===== src/rtl/bob_indir_reader.sv =====
// In-order reader of the BOB indirect-target store: polls an entry until ready, hands it off, then clears its ready bit.
// Latency 2 cycles from accept to out_valid when the entry is already ready; one entry per 3 cycles at best.
module bob_indir_reader #(
    parameter int ADDR_WIDTH = 6,
    parameter int DATA_WIDTH = 65,
    parameter int CNT_WIDTH  = 8,
    parameter int STALL_MAX  = 255
) (
    input  logic                  clk,
    input  logic                  rst,
    input  logic                  flush,
    input  logic                  req_valid,
    input  logic [ADDR_WIDTH-1:0] req_addr,
    output logic                  req_ready,
    output logic                  rd_clkEn,
    output logic [ADDR_WIDTH-1:0] rd_addr,
    input  logic [DATA_WIDTH-1:0] rd_data,
    input  logic                  rd_ready,
    output logic [ADDR_WIDTH-1:0] clr_addr,
    output logic                  clr_wen,
    output logic                  out_valid,
    output logic [ADDR_WIDTH-1:0] out_addr,
    output logic [DATA_WIDTH-1:0] out_data,
    input  logic                  out_ready,
    output logic [CNT_WIDTH-1:0]  stall_cnt,
    output logic                  stall_timeout
);
    typedef enum logic [1:0] {IDLE, WAIT, OUT} state_t;

    localparam logic [CNT_WIDTH-1:0] CNT_SAT   = '1;
    localparam logic [CNT_WIDTH-1:0] STALL_LIM = CNT_WIDTH'(STALL_MAX);

    state_t                state_q, state_d;
    logic [ADDR_WIDTH-1:0] cur_addr_q, cur_addr_d;
    logic [ADDR_WIDTH-1:0] out_addr_q, out_addr_d;
    logic [DATA_WIDTH-1:0] out_data_q, out_data_d;
    logic                  out_valid_q, out_valid_d;
    logic [CNT_WIDTH-1:0]  stall_cnt_q, stall_cnt_d;
    logic                  stall_timeout_q, stall_timeout_d;

    // The store registers rd_addr, so in WAIT we keep presenting cur_addr to hold it there.
    assign req_ready = (state_q == IDLE) && !flush && !rst;
    assign rd_clkEn  = (state_q == IDLE) ? req_valid : (state_q == WAIT);
    assign rd_addr   = (state_q == IDLE) ? req_addr : cur_addr_q;
    assign clr_wen   = (state_q == OUT) && out_ready && !flush && !rst;
    assign clr_addr  = out_addr_q;

    assign out_valid     = out_valid_q;
    assign out_addr      = out_addr_q;
    assign out_data      = out_data_q;
    assign stall_cnt     = stall_cnt_q;
    assign stall_timeout = stall_timeout_q;

    always_comb begin
        state_d         = state_q;
        cur_addr_d      = cur_addr_q;
        out_addr_d      = out_addr_q;
        out_data_d      = out_data_q;
        out_valid_d     = out_valid_q;
        stall_cnt_d     = stall_cnt_q;
        stall_timeout_d = 1'b0;
        case (state_q)
            IDLE: begin
                if (req_valid) begin
                    cur_addr_d  = req_addr;
                    stall_cnt_d = '0;
                    state_d     = WAIT;
                end
            end
            WAIT: begin
                if (rd_ready) begin
                    out_data_d  = rd_data;
                    out_addr_d  = cur_addr_q;
                    out_valid_d = 1'b1;
                    state_d     = OUT;
                end else begin
                    if (stall_cnt_q != CNT_SAT) begin
                        stall_cnt_d = stall_cnt_q + CNT_WIDTH'(1);
                    end
                    // Fires only on the transition into the limit, never while parked there.
                    stall_timeout_d = (stall_cnt_d == STALL_LIM) && (stall_cnt_q != STALL_LIM);
                end
            end
            OUT: begin
                if (out_ready) begin
                    out_valid_d = 1'b0;
                    state_d     = IDLE;
                end
            end
            default: state_d = IDLE;
        endcase
        if (flush) begin
            state_d         = IDLE;
            out_valid_d     = 1'b0;
            stall_cnt_d     = '0;
            stall_timeout_d = 1'b0;
        end
    end

    always_ff @(posedge clk) begin
        if (rst) begin
            state_q         <= IDLE;
            cur_addr_q      <= '0;
            out_addr_q      <= '0;
            out_data_q      <= '0;
            out_valid_q     <= 1'b0;
            stall_cnt_q     <= '0;
            stall_timeout_q <= 1'b0;
        end else begin
            state_q         <= state_d;
            cur_addr_q      <= cur_addr_d;
            out_addr_q      <= out_addr_d;
            out_data_q      <= out_data_d;
            out_valid_q     <= out_valid_d;
            stall_cnt_q     <= stall_cnt_d;
            stall_timeout_q <= stall_timeout_d;
        end
    end
endmodule


===== config.mk =====
export PLATFORM = sky130hd
export DESIGN_NAME = bob_indir_reader
export DESIGN_NICKNAME = d
export VERILOG_FILES = /design/src/rtl/bob_indir_reader.sv
export SDC_FILE = /design/constraint.sdc
export NUM_CORES = 1
export LEC_CHECK = 0
export BUFFER_PORTS_ARGS = -buffer_cell sky130_fd_sc_hd__buf_2
export CORE_MARGIN = 2
export CORE_UTILIZATION = 35
export DETAILED_ROUTE_END_ITERATION = 8
export PLACE_DENSITY = 0.71
export REMOVE_ABC_BUFFERS = 1
export SETUP_SLACK_MARGIN = 0.2
export SLEW_MARGIN = 20
export SYNTH_ARGS = -nofsm -noshare
export SYNTH_HDL_FRONTEND = slang
export SYNTH_SLANG_ARGS = --single-unit

===== constraint.sdc =====
create_clock -name clk -period 2.07 [get_ports clk]
set_clock_uncertainty 0.1 [all_clocks]
set_input_delay 0.414 -clock clk [delete_from_list [all_inputs] [get_ports clk]]
set_output_delay 0.414 -clock clk [all_outputs]
set_load 0.01 [all_outputs]

==> results.json <==
{
  "wl_per_cell_um": 13.1,
  "avgSynthCellArea_um2": 7.80,
  "ioPinCount": 173,
  "grt_overflow": 0,
  "cp-end-kind": "primary output",
  "die_w_um": 103,
  "clk_latency_ps": 350,
  "syn_inst": 436,
  "dieHeight_um": 103,
  "dieArea_mm2": 0.0105,
  "crit_chain": "nor2_4, buf_6, mux2_4, buf_6",
  "synth_top_cell_by_area": "dfxtp_1",
  "ys_seq_elements": 89,
  "ir_drop_mv": 0.323,
  "crit_path_start_kind": "register",
  "crit_path_max_fanout": 7,
  "cts_tree": "done",
  "grt_max_degree": 79,
  "worst_path_most_repeated_cell": "buf_6",
  "path_class": "register to primary output",
  "synthArstFlopShare_pct": 0,
  "powerDensity_mw_per_mm2": 678,
  "hold_violations": 0,
  "yosys_warnings": 0,
  "first_pass_iters": 4,
  "cts_hold_buf": 0,
  "avgViaCountPerCell": 4.74,
  "crit_required_ps": 1560,
  "max_slew_margin_pct": 68.9,
  "critPathSlowestCell": "dfxtp_4",
  "core_area_mm2": 0.00933,
  "first_iter_violations": 78,
  "max_stage_delay_ps": 360,
  "clockBufferDepth": 2,
  "cts_buffers": 9,
  "ant_nets": 0,
  "min_period_ps": 1920,
  "syn_to_final_growth_pct": 35.9,
  "synth.distinct_cells": 33,
  "root_buffer": "clkbuf_8",
  "max_freq_mhz": 521,
  "worstHoldPathType": "primary input to register",
  "drc": 0,
  "synthFlopType": "dfxtp_1",
  "synth_area_mm2": 0.00340,
  "antennaDiodeCount": 0,
  "grt_first_pass_wirelength_um": 14800,
  "wirelength_um": 9610,
  "drive_gt1_share_pct": 35.7,
  "yosysTopAreaCellShare_pct": 52.4,
  "vias": 3466,
  "status": "complete, no violations",
  "final_nets": 676,
  "place_hpwl_um": 6750,
  "antenna_found_initial": 0,
  "htree_levels": 3,
  "drv_slew": 0,
  "finalInstanceArea_mm2": 0.00462,
  "ys_top_cells_by_area": "dfxtp_1, nand2_1, a21oi_1",
  "setup_viol": 0,
  "ys_seq_area_share_pct": 52.4,
  "whs_ps": 189,
  "tightestPinTransition_ps": 466,
  "place_area_mm2": 0.00436,
  "maxCapViolations": 0,
  "p_leak_uw": 0.00205,
  "rsz0062_at_grt": "true",
  "place.gp.congestion": 0.856,
  "clk_pin_slew_ps": 100,
  "num_rows": 35,
  "clock-sinks": 89,
  "numPortBuffers": 172,
  "initial_utilization_pct": 36.4,
  "period_share_pct": 92.8,
  "first_global_vias": 3243,
  "grt_usage_pct": 17.7,
  "synth_edf_count": 0,
  "cp.arrival_ps": 1410
}
==> kinds of logic after synthesis <==
group,count (synthesis),share of synthesized area (%)
XOR/XNOR,1,0.258
AO/OA/AOI/OAI,99,14.9
flip-flops,89,52.4
multiplexers,8,2.61
AND/OR/NAND/NOR,201,24.4
adder cells (fa/ha/maj),1,0.368
buffers and inverters,37,5.08
==> worst paths after layout <==
| check | startpoint | to | slack [ps] | depth (start not counted) |
|---|---|---|---|---|
| max | state_q[0]$_SDFFE_PP0P_ | rd_addr[0] | 150 | 4 |
| min | rd_data[12] | out_data[12]$_SDFFE_PP0P_ | 190 | 3 |
| max reg2reg | stall_cnt[1]$_SDFFE_PP0P_ | stall_timeout$_SDFF_PP0_ | 290 | 5 |
| min reg2reg | out_data[10]$_SDFFE_PP0P_ | out_data[10]$_SDFFE_PP0P_ | 360 | 2 |
==> timing repair <==
item,CTS,global route
setup buffers,2,0
pin swaps,1,0
resized for setup,19,2
endpoints found under the setup margin,6,8
==> sequential cells by signal (all words and copies together), names as in the netlist <==
| signal | flops |
|---|---|
| clr_addr | 6 |
| stall_timeout | 1 |
| out_data | 65 |
| state_q | 2 |
| stall_cnt | 8 |
| cur_addr_q | 6 |
| out_valid | 1 |
==> critical path, delay by kind of cell (launching register included) <==
family	cells	cell delay, ps
buffers and inverters	2	270
and+or+nand+nor	1	100
muxes	1	320
DFF	1	360
==> Yosys cell counts (2+ instances only) <==
cell / count
nand2_1: 163
dfxtp_1: 89
a21oi_1: 86
clkbuf_1: 26
nor2_1: 14
o21ai_0: 9
buf_4: 7
mux2_2: 7
inv_1: 3
nand3_1: 3
nand4_1: 3
nand3b_1: 2
nor3_1: 2
o311ai_0: 2
or3_1: 2
==> metal layers <==
layer	wire (µm)	vias to the layer above	global-route usage (%)
li1	-	1748	-
met1	4040	1575	20.8
met2	4740	128	31.1
met3	666	15	3.80
met4	158	0	7.79
met5	0	-	0
==> final cells by class <==
cell class / count / area, µm²
clock inverter: 5 / 41.3
timing repair buffer: 185 / 1010
multi-input combinational: 310 / 1480
tap: 129 / 161
clock buffer: 10 / 128
sequential: 89 / 1790
fill: 958 / 4710
inverter: 3 / 11.3
==> power breakdown <==
part	internal [µW]	switching (µW)	leakage, µW
Clock	439	613	0.0000790
Sequential	1750	21.7	0.000722
Combinational	148	165	0.00125
==> through the flow <==
stage	power [µW]	instances	worst slack [ps]	utilization, %	TNS (ps)
2_1_floorplan	1920	402	-190	-	-13680
3_3_place_gp	2100	714	309	46.7	0
3_5_place_dp	2100	714	240	46.7	0
4_1_cts	3190	731	138	49.5	0
5_1_grt	3290	731	96.1	49.5	0
6_report	3130	731	149	49.5	0
==> placed cells by master, fill, tap and decap left out, types with 2 or more instances in the layout <==
master | netlist | routed
nor3_1 | 2 | 2
mux2_4 | 0 | 6
nor2_1 | 14 | 13
dfxtp_1 | 89 | 86
nand2_1 | 163 | 163
a21oi_1 | 86 | 86
nand4_1 | 3 | 3
buf_6 | 1 | 7
clkinvlp_4 | 0 | 2
clkinv_4 | 0 | 2
buf_2 | 0 | 166
nand3b_1 | 2 | 2
nand3_1 | 3 | 3
or3_1 | 2 | 2
inv_1 | 3 | 3
o21ai_0 | 9 | 9
clkbuf_8 | 0 | 9
buf_4 | 7 | 11
dfxtp_4 | 0 | 2
No activity file was read; power rests on OpenSTA's default activity.
